$ cat config.mk
export PLATFORM = sky130hd
export DESIGN_NAME = pipeline_reg_multistore
export DESIGN_NICKNAME = d
export VERILOG_FILES = /design/src/rtl/pipeline_reg_multistore.sv
export SDC_FILE = /design/constraint.sdc
export NUM_CORES = 1
export LEC_CHECK = 0
export CAP_MARGIN = 10
export CORE_ASPECT_RATIO = 0.8
export CORE_MARGIN = 5
export CORE_UTILIZATION = 47
export CTS_CLUSTER_SIZE = 30
export DETAILED_ROUTE_END_ITERATION = 12
export HOLD_SLACK_MARGIN = 0.06
export PLACE_DENSITY = 0.8
export SLEW_MARGIN = 20
export SYNTH_ARGS = -nofsm -noshare
export SYNTH_HDL_FRONTEND = slang
export SYNTH_SLANG_ARGS = --single-unit
$ cat constraint.sdc
create_clock -name clk -period 4 [get_ports clk]
set_input_delay 0.6 -clock clk [delete_from_list [all_inputs] [get_ports clk]]
set_output_delay 0.6 -clock clk [all_outputs]
set_load 0.01 [all_outputs]
$ cat src/rtl/pipeline_reg_multistore.sv
// pipeline_reg_multistore: latency-insensitive buffer holding up to Depth
// tokens in a circular store, with an optional zero-latency bypass when empty.
// Backpressure to the producer depends only on registered occupancy.
module pipeline_reg_multistore #(
  parameter int Width  = 8,
  parameter int Depth  = 2,
  parameter int Bypass = 0
) (
  input  logic                       clk,
  input  logic                       resetn,
  input  logic [Width-1:0]           d,
  input  logic                       d_valid,
  output logic                       d_bp,
  output logic [Width-1:0]           q,
  output logic                       q_valid,
  input  logic                       q_bp,
  output logic [$clog2(Depth+1)-1:0] count
);

  localparam int PtrW = (Depth > 1) ? $clog2(Depth) : 1;
  localparam int CntW = $clog2(Depth + 1);
  localparam logic [CntW-1:0] DepthCnt = CntW'(Depth);
  localparam logic [PtrW-1:0] LastPtr  = PtrW'(Depth - 1);

  // A zero-entry buffer has no meaning; refuse to build one.
  if (Depth < 1) begin : g_bad_depth
    $error("pipeline_reg_multistore: Depth must be >= 1");
  end

  // Circular advance that tolerates non-power-of-two depths.
  function automatic logic [PtrW-1:0] ptr_inc(input logic [PtrW-1:0] p);
    logic [PtrW-1:0] r;
    if (p == LastPtr) begin
      r = {PtrW{1'b0}};
    end else begin
      r = p + PtrW'(1);
    end
    return r;
  endfunction

  logic [Width-1:0] mem_q [Depth];
  logic [Width-1:0] mem_d [Depth];
  logic [PtrW-1:0]  rd_ptr_q, rd_ptr_d;
  logic [PtrW-1:0]  wr_ptr_q, wr_ptr_d;
  logic [CntW-1:0]  count_q,  count_d;

  logic             empty_s;
  logic             full_s;
  logic             bypass_s;
  logic [Width-1:0] head_s;
  logic             accept_s;
  logic             take_s;
  logic             passthru_s;
  logic             store_s;
  logic             pop_s;

  // Head-of-store read, done by compare so any depth indexes cleanly.
  always_comb begin
    head_s = {Width{1'b0}};
    for (int i = 0; i < Depth; i++) begin
      if (rd_ptr_q == PtrW'(i)) begin
        head_s = mem_q[i];
      end else begin
        head_s = head_s;
      end
    end
  end

  // Output selection and handshake decode.
  always_comb begin
    empty_s  = (count_q == {CntW{1'b0}});
    full_s   = (count_q == DepthCnt);
    bypass_s = (Bypass != 0) && empty_s;
    d_bp     = full_s;
    if (bypass_s) begin
      q       = d;
      q_valid = d_valid;
    end else begin
      q       = head_s;
      q_valid = !empty_s;
    end
    accept_s   = d_valid && !full_s;
    take_s     = q_valid && !q_bp;
    // A token taken while bypassing never touches storage.
    passthru_s = bypass_s && take_s;
    store_s    = accept_s && !passthru_s;
    pop_s      = take_s && !bypass_s;
    count      = count_q;
  end

  // Next-state for pointers, occupancy and storage.
  always_comb begin
    mem_d = mem_q;
    for (int i = 0; i < Depth; i++) begin
      if (store_s && (wr_ptr_q == PtrW'(i))) begin
        mem_d[i] = d;
      end else begin
        mem_d[i] = mem_q[i];
      end
    end

    if (store_s) begin
      wr_ptr_d = ptr_inc(wr_ptr_q);
    end else begin
      wr_ptr_d = wr_ptr_q;
    end

    if (pop_s) begin
      rd_ptr_d = ptr_inc(rd_ptr_q);
    end else begin
      rd_ptr_d = rd_ptr_q;
    end

    case ({store_s, pop_s})
      2'b10:   count_d = count_q + CntW'(1);
      2'b01:   count_d = count_q - CntW'(1);
      default: count_d = count_q;
    endcase
  end

  // Control state with synchronous active-low reset; stored tokens are dropped.
  always_ff @(posedge clk) begin
    if (!resetn) begin
      rd_ptr_q <= {PtrW{1'b0}};
      wr_ptr_q <= {PtrW{1'b0}};
      count_q  <= {CntW{1'b0}};
    end else begin
      rd_ptr_q <= rd_ptr_d;
      wr_ptr_q <= wr_ptr_d;
      count_q  <= count_d;
    end
  end

  // Token storage is not reset; validity comes from count alone.
  always_ff @(posedge clk) begin
    mem_q <= mem_d;
  end

endmodule
# After elaboration in Yosys (flattened, before gate mapping)
# Cells that the tools add are included.
word_totals:
  regBits: 20
  inputBits: 12
  out_inout_bits: 12
op_classes:
  add_sub_neg: 4
  n_eq_ne: 3
  mux: 4
  bitwise: 1
  reduce_logical: 9
op_table:
  columns: ["op", "count"]
  rows:
  - ["$mux 8", 1]
  - ["$eq 2x2->1 const B", 2]
  - ["$logic_and 1x1->1", 4]
  - ["$pmux 2 s2", 1]
  - ["$logic_not 1->1", 3]
  - ["$add 1x1->1 const B", 2]
  - ["$add 2x1->2 const B", 1]
  - ["$eq 2x1->1 const B", 1]
  - ["$logic_not 2->1", 1]
  - ["$mux 1", 2]
  - ["$reduce_bool 2->1", 1]
  - ["$sub 2x1->2 const B", 1]
  - ["$not 1->1", 1]

# Depth between registers and ports, before layout
# Gate-level depths: netlist of run 1.
depth:
  word_depth: 5
  ltp_mapped: 6
  mapped_depth_nobuf: 6

# Worst setup path after synthesis of run 1
# OpenSTA, ideal clock, no wires.
synth_timing:
  path_kind: "reg-to-reg"
  start: "register count_q[0], in the netlist count[0]"
  end: "register count_q[1], in the netlist count[1]"
  setup_ps: 70
  arrival_time_ps: 1430
  required_time_ps: 3930
  slack_ps: 2500
  stages_incl_launch_ff: 6
  path_buffers: 0
  path_cell_list: "dfxtp_1 > nand2b_2 > nand2_1 > ha_1 > or3_1 > a21boi_1"
synth_between:
  elab_chain_len: 5
synth_rtl:
  columns: ["item", "line_no", "source"]
  rows:
  - ["from (decl)", "45", "logic [CntW-1:0] count_q, count_d;"]
  - ["from (signal assigned)", "126", "count_q <= {CntW{1'b0}};"]
  - ["from (signal assigned)", "130", "count_q <= count_d;"]
  - ["$eq 2x2->1 or $logic_not 2->1 (tied branches)", "72, 71", null]
  - ["$logic_not 1->1, on equally long branches", "82, 80", null]
  - ["$logic_and 1x1->1, on equally long branches", "82, 83", null]
  - ["$eq 2x1->1 or $eq 2x2->1 (tied branches)", "114", "case ({store_s, pop_s})"]
  - ["$pmux 2 s2 or $reduce_bool 2->1 (tied branches)", null, null]
# Several ways; a longest one is shown, not always the timed one.
# A chain may end at the register's enable or synchronous reset.

# Worst setup path after layout of run 1
layout_timing:
  start: "register rd_ptr_q"
  end: "output port q[7]"
layout_between:
  elab_chain_len: 1
layout_rtl:
  columns: ["item", "line_no", "source"]
  rows:
  - ["from (decl)", "43", "logic [PtrW-1:0] rd_ptr_q, rd_ptr_d;"]
  - ["from (signal assigned)", "124", "rd_ptr_q <= {PtrW{1'b0}};"]
  - ["from (signal assigned)", "128", "rd_ptr_q <= rd_ptr_d;"]
  - ["$mux 8", "61", "if (rd_ptr_q == PtrW'(i)) begin"]
  - ["to (decl)", "14", "output logic [Width-1:0] q,"]
# No other way between the ends.

==> impl.org, run 1 <==
** STA
- Of the available clock period, the critical path in the final layout requires around 60%.
- The worst path in the final design needs a cycle of roughly 2300 ps, including I/O delays and setup.
- Total setup violations reported at the end of the flow :: 0
- The total count of hold-check failures in the final report is 0.
- Number of max-slew violations in the final report :: 0
- For the pin with the worst max-slew slack, the measured transition is around 400 ps.
- Total negative slack for setup checks :: 0 ps
- Between clock sinks in the finished design, the worst skew comes to just under 4 ps.
- Derived from the worst setup path, the maximum achievable clock frequency is around 430 MHz.
- Worst relative slew slack :: roughly 73%
- Final WS setup :: around 1700 ps
- Setup repair after global routing left no endpoint under its margin.

** Final layout
- 0 antenna diodes ended up in the layout.
- Filler cell count :: between 100 and 150
- Share of cells above drive strength 1 :: about 17%
- The net count of the finished layout is 91.
- Highest-count cells in the layout ignoring fill and taps :: sky130_fd_sc_hd__clkdlybuf4s50_1, sky130_fd_sc_hd__edfxtp_1, sky130_fd_sc_hd__mux2_2
- From synthesis to final layout, the design area changed by 35.3%.
- The library cell used most frequently in the layout, excluding fill and tap cells, is sky130_fd_sc_hd__clkdlybuf4s50_1.

** Logic synthesis
- The Yosys step of the flow raised 0 warnings.
- Mapped Area :: ~790 sq um
- Counting flops and latches in the post-synthesis netlist gives 20.
- Mean instance size in the synthesized netlist :: 15.5 sq um
- Synthesis produced a netlist whose cell count is 51.
- Seq/Total Area, Yosys :: between 70% and 80%
- The number of different library cells used by synthesis comes to 17.
- Counting every net in the synthesized netlist gives 64.

** Die
- For this configuration, the core starts out at a cell density of 49.0%.
- Area of the core :: 0.00161 sq mm
- The die is approximately 56 um wide.
- The die covers 0.00260 sq mm.
- In this run the count of I/O pins placed on the die edge is 24.
- The initialized floorplan defines 13 standard-cell rows.
- Die Span Y :: around 47 um

** Hold path
- Worst Hold Depth :: 2
- In this run the worst hold path is classified as reg2reg.

** Clock tree
- In this run, CTS created clock tree buffers numbering 3.
- TritonCTS built the clock tree.
- Later-pin clock latency in the skew report :: about 280 ps
- Post-cts hold buffer count :: 0
- Number of sinks on the clock net :: 20
- Total number of H-tree levels :: 1
- After clock tree synthesis, the setup repair step added 0 buffers.
- The tree is rooted in a sky130_fd_sc_hd__clkbuf_4.
- Clk buf depth :: 2
- Clock Pin Slew Worst Setup and Hold Paths :: around 100 ps
- Count of cells resized by post-cts repair :: 0

** Run
- Across the run, the number of max-cap violations was 0.

** Worst setup path
- Nature of the critical path startpoint :: flop
- Data on the critical path arrives at its endpoint at approximately 1700 ps.
- Crit path required time :: roughly 3400 ps
- Critical Path Sink Type :: output pin
- The number of cells on the worst reg-to-reg path is 4.
- The critical path in this run is classified as reg2out.
- Along the worst path, the maximum fanout reaches 10.

** Drt
- The first detailed-routing pass took 2 iterations.
- Vias :: 450
- After detailed routing, the number of remaining DRC violations is 0.
- In this run, the number of DRC markers left after iteration 0 of detailed routing was 2.
- In this run the remaining antenna-violating nets after routing total 0.
- Ratio of routed vias to standard cells :: between 4 and 5
- Average wire per cell in the routed design :: between 10 and 15 um
- The final layout contains routed wiring with a total length of between 1 and 1.5 mm.

** Global route
- Total congestion overflow :: 0
- Number of antenna violations at the first check in global routing :: 0
- Number of global-route vias before repair :: 428
- Entering global routing, the biggest net connects 12 pins.
- The first global-routing pass estimated just over 2 mm of wire.
- Total routing resource utilization after global routing :: 10.4%

** Pwr
- The worst-case IR drop observed on VDD is roughly 0.43 mV.
- The analysis attributes to cell leakage a power of 0.386 nW.
- Pwr dens :: 579 mW/mm^2

** Placed design
- Worst setup timing slack at the placement stage :: 1900 ps
- Routability-driven placement finished with a final weighted congestion of 0.732.
- Count of buffers inserted at the top-level ports :: 23

** Run status
- Status :: completed
==> per-layer routing <==
metal	GRT usage, %	up-vias	wire length [um]	share of wire, %
met5	0	-	0	0
met4	2.84	0	12	0.93
met3	3.92	2	77	6.0
met2	17.5	13	576	45
met1	12.8	198	620	48
li1	-	237	-	-
==> path summary, 6_finish.rpt <==
path | from | end | slack [ps]
max | rd_ptr_q | q[7] | 1670
min | wr_ptr_q | wr_ptr_q | 500
max reg2reg | count[0] | mem_q[8] | 2460
min reg2reg | wr_ptr_q | wr_ptr_q | 500
==> cells by family (layout without fill, tap and decap cells) <==
kind of cell | count (synthesis) | count (layout) | share of synthesized area, %
compound gates | 6 | 6 | 4.75
xor+xnor | 2 | 2 | 2.22
fa+ha+maj | 1 | 1 | 1.58
buf+inv | 5 | 31 | 2.53
flops | 20 | 20 | 71.0
mux | 8 | 8 | 11.4
simple gates | 9 | 9 | 6.50
==> Yosys cell counts <==
cell | number | area (sq um)
sky130_fd_sc_hd__o21ai_0 | 3 | 15.0
sky130_fd_sc_hd__inv_2 | 1 | 3.75
sky130_fd_sc_hd__nand2_1 | 1 | 3.75
sky130_fd_sc_hd__and2_1 | 1 | 6.26
sky130_fd_sc_hd__a21boi_0 | 1 | 7.51
sky130_fd_sc_hd__edfxtp_1 | 16 | 480
sky130_fd_sc_hd__a21boi_1 | 2 | 15.0
sky130_fd_sc_hd__dfxtp_1 | 4 | 80.1
sky130_fd_sc_hd__inv_1 | 3 | 11.3
sky130_fd_sc_hd__xnor2_1 | 2 | 17.5
sky130_fd_sc_hd__mux2_2 | 8 | 90.1
sky130_fd_sc_hd__nand2b_2 | 1 | 8.76
sky130_fd_sc_hd__nor2_1 | 2 | 7.51
sky130_fd_sc_hd__ha_1 | 1 | 12.5
sky130_fd_sc_hd__and3_1 | 1 | 6.26
sky130_fd_sc_hd__buf_2 | 1 | 5.00
sky130_fd_sc_hd__or3_1 | 3 | 18.8
==> per-stage QoR <==
step           total power, mW  utilization (%)  cell area, sq um  instances  hold slack (ps)
3_5_place_dp             0.534             64.7              1040         95              487
6_report                 0.619             66.4              1070         99              500
4_1_cts                  0.625             66.4              1070         99              506
3_3_place_gp             0.528             64.7              1040         95              473
2_1_floorplan            0.416                -               790         51              457
5_1_grt                  0.654             66.4              1070         99              520
==> registers in the layout, indices dropped and copies added (netlist names) <==
register  count
wr_ptr_q      1
count         2
rd_ptr_q      1
mem_q        16
==> power breakdown <==
| group | internal, mW | switching [mW] | total (mW) |
|---|---|---|---|
| Clock | 0.0362 | 0.0566 | 0.0927 |
| Combinational | 0.141 | 0.0923 | 0.233 |
| Sequential | 0.265 | 0.0282 | 0.293 |
| Total | 0.441 | 0.177 | 0.619 |
==> worst max-delay path, stage by stage, from the launching register on <==
cell	delay [ps]
sky130_fd_sc_hd__dfxtp_1	580
sky130_fd_sc_hd__mux2_2	390
sky130_fd_sc_hd__clkdlybuf4s50_1	480
==> layout make-up <==
class                      instances  area, sq um  share of cell area (%)
tap                               22         27.5                    2.58
timing repair buffer              23          230                    21.5
multi-input combinational         26          209                    19.6
clock inverter                     1         3.75                   0.351
clock buffer                       3         22.5                    2.11
inverter                           4         15.0                    1.41
sequential                        20          561                    52.5
Power figures use the tool's default switching activity.
==> inputs of run 2 (changes only) <==
Settings changed: CORE_UTILIZATION 47 to 40, PLACE_DENSITY 0.8 to 0.73.
Clock period 4 ns to 1.9 ns, I/O delays scaled along.
==> run 2 against run 1 <==
Against the previous run: sequential share of layout area fell by 0.20 points; clock-buffer cell count rose by 1; first-iteration DRC count did not move; core utilization fell by 8.7 points; critical path depth did not move; combinational power rose by 110%; critical path type unchanged; critical endpoint is now q[2].
==> impl.org, run 2 (synthesis gave the netlist of run 1 again) <==
** Worst setup path
- The worst setup path is launched from a flop.
- The buffer and inverter count on the worst path was 1 (unchanged).
- Kind of critical path :: reg2out
- Worst R2R Path Depth :: 5 (+1)
- Reg-to-reg setup timing slack :: 320 ps (-2140 ps)
- Critical path fanouts, max :: 10 (unchanged)
- Capturing point of the worst reg2reg path :: count[1]
- Worst path slowest cell :: sky130_fd_sc_hd__clkdlybuf4s50_1
- The worst register-to-register path begins at count[0].
- The cell family contributing the most delay on the critical path is buffers and inverters.
- The critical path data required time is 1620 ps (-1780 ps).
- The worst setup path is captured at an output pin.
- Critical Path, Cell by Cell :: mux2_2 -> clkdlybuf4s50_1
- The data arrival time of the critical path came to 1540 ps (-190 ps).
- The delay of the slowest critical-path stage is 480 ps (-100 ps).

** Die
- The number of I/O pins was 24 (unchanged).
- Starting Density :: 42.1% (-6.9 points)
- The horizontal extent of the die came to 59.7 um (+6.9%).
- Die area :: 0.00297 sq mm (+14%)
- Area of the core :: 0.00187 sq mm (+16%)
- The row count came to 14 (+1).
- The height of the chip is 49.7 um (+6.6%).

** Drt
- Antenna viol nets, final :: 0 (unchanged)
- Number of design rule violations left after detail routing :: 0 (unchanged)
- The violation count after the first detailed-routing iteration is 2 (unchanged).
- Ratio of routed vias to standard cells :: 4.84 (+6.5%)
- Total wire length :: 1.37 mm (+6.8%)
- The average routed wire per standard cell was 13.6 um (+4.6%).
- Vias :: 489 (+8.7%)
- 1st-pass router iterations :: 2 (unchanged)

** Final layout
- Number of flip-flops under the largest register name :: 16 (unchanged)
- Antenna diode count :: 0 (unchanged)
- The proportion of layout cells with a drive suffix above 1 is 18.2% (+1.3 points).
- Compared with the post-synthesis result, the final layout area differs by 36.8%.
- Register with the most flip-flops :: mem_q
- In the layout the commonest cells are sky130_fd_sc_hd__clkdlybuf4s50_1, sky130_fd_sc_hd__edfxtp_1, sky130_fd_sc_hd__mux2_2.
- Most common cell after layout, fill and taps aside :: sky130_fd_sc_hd__clkdlybuf4s50_1
- The final layout net count is 91 (unchanged).

** Clock tree
- CTS tree :: yes
- Number of sinks on the clock net :: 20 (unchanged)
- Clk buf depth :: 2 (unchanged)
- Later-pin clock latency in the skew report :: 290 ps (about the same)
- Clock tree synthesis selected as its root buffer the cell sky130_fd_sc_hd__clkbuf_4.
- Total clock buffers created by CTS :: 3 (unchanged)
- The H-tree depth was 1 (unchanged).
- The clock slew at the register clock pins of the worst setup and hold paths is 110 ps (about the same).

** Pwr
- The overall power of the completed layout was 1.31 mW (+110%).
- Leak :: 0.405 nW (+4.8%)
- Peak supply drop :: 0.681 mV (+58%)
- The total power per unit cell area is 1220 mW/mm^2 (+110%).

** STA
- The transition time at the pin with the least slew margin came to 387 ps (-16.5 ps).
- RSZ-0062 raised after global routing :: false
- Total negative slack for setup checks :: 0 ps (unchanged)
- Highest attainable clock frequency :: between 500 and 600 MHz
- Endpoints failing hold :: 0 (unchanged)
- The worst slew slack as a fraction of its limit was 74.2% (+1.1 points).
- Number of max-slew violations in the final report :: 0 (unchanged)
- Clk_skew :: 8.68 ps (+4.75 ps)
- Total setup violations reported at the end of the flow :: 0 (unchanged)
- After layout, the minimum clock period comes to approximately 1800 ps.
- Period utilisation layout :: ~96%

** Global route
- Number of global-route vias before repair :: 511 (+19%)
- The overflow left after global routing was 0 (unchanged).
- The number of antenna violations at the first check in global routing was 0 (unchanged).
- The global-route total usage across every layer was 11.3% (+0.95 points).
- The pin count of the biggest net entering global routing came to 12 (unchanged).
- First-pass GRT wire length :: 2.36 mm (+17%)

** Placed design
- The global placer's final weighted congestion is 0.703 (-3.9%).
- The count of input and output buffers is 23 (unchanged).
- Sum of net half-perimeters after detailed placement :: ~1.0 mm

** Hold path
- Worst Min Path Start :: wr_ptr_q
- Worst Hold Depth :: 2 (unchanged)
- Min-Delay Endpoint :: wr_ptr_q
- Path category of the worst min-delay check :: reg2reg

** Run status
- Status :: completed

** Run
- The number of violations of the max-capacitance limit was 0 (unchanged).
## run 2: area by class of cell
cell class | instances | area [sq um]
multi-input cells | 26 | 209
clock buffers | 4 | 26.3
repair buffers | 23 | 235
inverters | 4 | 15.0
fillers | 169 | 795
well taps | 24 | 30.0
flip-flops and latches | 20 | 564
## run 2: stage by stage
stage | instances | area (sq um) | hold slack [ps] | setup WS, ps | utilization (%)
after CTS | 101 | 1070 | 516 | 36.7 | 57.3
after global placement | 97 | 1040 | 471 | 137 | 55.7
final | 101 | 1080 | 524 | 72.4 | 57.6
after global routing | 101 | 1080 | 549 | 0.419 | 57.6
after detailed placement | 97 | 1040 | 498 | 50.5 | 55.7
after floorplan | 51 | 790 | 384 | 400 | -
## run 2: tightest hold or removal path, cell delays in order (launching register included)
cell,delay [ps]
sky130_fd_sc_hd__dfxtp_1,330
sky130_fd_sc_hd__o21ai_0,80
sky130_fd_sc_hd__a21boi_1,70
## run 2: metal layers
metal | global-route usage, % | routed length [um] | vias up
met2 | 17.4 | 686 | 14
met3 | 4.44 | 65 | 2
li1 | - | - | 239
met5 | 0 | 0 | -
met1 | 12.5 | 598 | 234
met4 | 7.75 | 23 | 0
## run 2: report_power, final
group / internal, mW / total, mW / switching [mW]
clock: 0.0816 / 0.201 / 0.119
combinational: 0.293 / 0.490 / 0.198
sequential: 0.562 / 0.622 / 0.0606
total: 0.936 / 1.31 / 0.377
## run 2: how the worst max path moves through the flow
stage / slack [ps] / from / cells after the start / end
finish: 70 / rd_ptr_q / 2 / q[2]
global route: 0.4 / rd_ptr_q / 2 / q[7]
CTS: 40 / rd_ptr_q / 2 / q[4]
detailed placement: 50 / d_valid / 4 / mem_q[8]
global placement: 140 / d_valid / 4 / mem_q[9]
floorplan: 400 / count[0] / 5 / count[1]
## run 2: timing repair
item	in CTS	in global routing
hold endpoints to repair	0	0
setup buffers	0	0
gates resized for setup	2	2
setup endpoints to repair	8	2
hold buffers	0	0
==> inputs of run 3 (changes only) <==
Settings changed: CORE_MARGIN 5 to 2.
==> run 3 against run 2 <==
Against the previous run: worst setup slack got worse by 13 ps; cell count unchanged; non-clock buffer count unchanged; core utilization increased by 0.67 points; critical path depth unchanged; sequential power about the same; clock power increased by 18%; largest cell class unchanged.
==> impl.org, run 3 (synthesis gave the netlist of run 1 again) <==
** Run status
- Status :: completed

** Run
- The number of violations of the max-capacitance limit came to 0 (unchanged).

** STA
- Worst slew pin tran :: 388 ps (+1.70 ps)
- The highest achievable clock rate came to 543 MHz (-0.72%).
- Worst relative slew slack :: 74.1% (-0.11 points)
- Setup repair after global routing left no endpoint under its margin.
- Total setup violations reported at the end of the flow :: 0 (unchanged)
- Endpoints failing hold :: 0 (unchanged)
- The worst setup skew after layout came to 2.82 ps (-5.86 ps).
- The final max-slew violation count came to 0 (unchanged).
- The final hold slack was 503 ps (-20.3 ps).
- The share of the cycle needed by the critical path after routing is 96.9% (+0.70 points).
- The final critical-path required period is 1840 ps (+13.2 ps).
- The total negative slack is 0 ps (unchanged).
- Final WS setup :: 59.1 ps (-13.2 ps)

** Pwr
- The total net switching power came to 0.372 mW (-1.4%).
- The internal portion of total power is 0.969 mW (+3.5%).
- The total power per unit cell area is 1230 mW/mm^2 (+0.95%).
- The fraction of power consumed by sequential logic is 46.2% (-1.2 points).
- The maximum vdd ir drop is 0.713 mV (+4.7%).
- The switching share of power is 27.8% (-0.98 points).
- Combinational Power Share :: 36.1% (-1.2 points)
- Part of the power in the clock network :: 17.6% (+2.3 points)
- The leakage power figure is 0.420 nW (+3.7%).
- The overall power of the completed layout is 1.34 mW (+2.1%).

** Placed design
- Number of placed instances, taps included :: 97 (unchanged)
- The estimated wirelength of the detail-placed design came to 908 um (-12%).
- The placement-stage cell area is 0.00104 sq mm (unchanged).
- The worst slack at placement came to 57.3 ps (+6.83 ps).
- Count of buffers inserted at the top-level ports :: 23 (unchanged)
- The global placer's final weighted congestion came to 0.660 (-6.1%).

** Final layout
- Area growth from synthesis to final layout :: 38.4%
- The proportion of layout cells with a drive suffix above 1 came to 19.5% (+1.3 points).
- The final non-filler cell area was 0.00109 sq mm (+1.2%).
- Highest-count cells in the layout ignoring fill and taps :: sky130_fd_sc_hd__clkdlybuf4s50_1, sky130_fd_sc_hd__edfxtp_1, sky130_fd_sc_hd__mux2_2
- Counting flops per register, the top entry is mem_q.
- The final layout net count came to 91 (unchanged).
- The fill cell instance count of the final layout was 164 (-3.0%).
- Post-route insts no fill :: 101 (unchanged)
- Most common cell after layout, fill and taps aside :: sky130_fd_sc_hd__clkdlybuf4s50_1
- The number of antenna cells inserted came to 0 (unchanged).
- The final standard cell utilization of the core was 58.3% (+0.67 points).
- The number of flip-flops under the largest register name was 16 (unchanged).

** Worst setup path
- The worst setup path is captured at an output pin.
- The data arrival time of the critical path came to 1560 ps (+20 ps).
- The delay of the slowest critical-path stage came to 480 ps (about the same).
- Number of buffer and inverter stages on the critical path :: 1 (unchanged)
- The critical path data required time was 1620 ps (about the same).
- Worst path slowest cell :: sky130_fd_sc_hd__clkdlybuf4s50_1
- The critical path starts at rd_ptr_q.
- The cell family contributing the most delay on the critical path is buffers and inverters.
- The worst setup path is of the reg2out kind.
- The highest net fanout along the worst path came to 10 (unchanged).
- Reg-to-reg setup timing slack :: 340 ps (+20 ps)
- The critical path goes through mux2_2 -> clkdlybuf4s50_1.
- In this run the critical register-to-register path is captured at mem_q[9].
- Setup crit end :: q[2]
- STA classifies the critical path startpoint as a flop.
- The number of cells on the critical path came to 2 (unchanged).
- The startpoint identified for the worst register-to-register timing path is count[0].
- The worst reg2reg path depth came to 4 (-1).

** Global route
- First-pass GRT wire length :: 1.86 mm (-21%)
- Total congestion overflow :: 0 (unchanged)
- Number of antenna violations at the first check in global routing :: 0 (unchanged)
- The pin count of the biggest net entering global routing was 12 (unchanged).
- Total routing resource utilization after global routing :: 11.9% (+0.59 points)
- The via count of the first global-routing pass was 428 (-16%).

** Clock tree
- TritonCTS built the clock tree.
- Buffer cell driving the clock tree root :: sky130_fd_sc_hd__clkbuf_4
- The later-pin clock latency in the skew report came to 290 ps (about the same).
- The number of buffers added by the clock tree synthesis step is 3 (unchanged).
- The maximum clock insertion buffer count came to 2 (unchanged).
- Number of sinks on the clock net :: 20 (unchanged)
- Total number of H-tree levels :: 1 (unchanged)
- Post-CTS Setup Bufs :: 0 (unchanged)
- Clock Pin Slew Worst Setup and Hold Paths :: 110 ps (about the same)

** Drt
- 1st-pass router iterations :: 2 (unchanged)
- Vias :: 481 (-1.6%)
- The total routed wirelength was 1.26 mm (-8.7%).
- The DRC violation count after routing is 0 (unchanged).
- Antenna viol nets, final :: 0 (unchanged)
- The violation count after the first detailed-routing iteration was 8 (+6).
- The mean number of vias per cell was 4.76 (-1.6%).
- Average wire per cell in the routed design :: 12.4 um (-8.7%)

** Hold path
- The worst hold path belongs to the class reg2reg.

** Die
- Ports :: 24 (unchanged)
- The row count is 14 (unchanged).
- The core outline area is 0.00187 sq mm (unchanged).
- The height of the chip was 43.7 um (-12%).
- Starting Density :: 42.1% (unchanged)
- The horizontal extent of the die is 53.7 um (-10%).
- The overall die area is 0.00235 sq mm (-21%).
[run 3: layout make-up]
cell class | instances | area [sq um] | share of cell area [%]
clock buffers | 4 | 36.3 | 3.32
inverters | 4 | 15.0 | 1.37
multi-input cells | 26 | 209 | 19.1
flip-flops and latches | 20 | 564 | 51.7
well taps | 24 | 30.0 | 2.75
repair buffers | 23 | 238 | 21.8
[run 3: worst min path at each step]
| stage | startpoint | end | cells after the start |
|---|---|---|---|
| final | wr_ptr_q | wr_ptr_q | 2 |
| after global routing | wr_ptr_q | wr_ptr_q | 2 |
| after detailed placement | wr_ptr_q | wr_ptr_q | 2 |
| after global placement | wr_ptr_q | wr_ptr_q | 2 |
| after CTS | wr_ptr_q | wr_ptr_q | 2 |
| after floorplan | d[0] | mem_q[0] | 0 |
[run 3: worst min-delay path, delay by kind of cell, from the launching register on]
| family | cells | cell delay [ps] |
|---|---|---|
| AO/OA/AOI/OAI | 2 | 130 |
| flip-flops | 1 | 330 |
[run 3: routing by layer]
metal  wire length [um]  up-vias  track usage, %
met5                  0        -               0
met1                605      225            15.5
met2                567       15            17.6
met3                 65        2            4.14
met4                 17        0            6.15
li1                   -      239               -
[run 3: power groups by stage]
stage	Clock, mW	Sequential, mW	Combinational, mW
5_1_grt	0.270	0.629	0.528
4_1_cts	0.246	0.621	0.498
3_5_place_dp	0	0.627	0.495
2_1_floorplan	0	0.605	0.271
6_report	0.237	0.620	0.484
3_3_place_gp	0	0.626	0.484
[run 3: timing repair]
action                     CTS  global route
setup endpoints to repair    8             3
hold buffers                 0             0
hold endpoints to repair     0             0
pin swaps                    0             0
cloned                       0             0
gates resized for setup      2             3
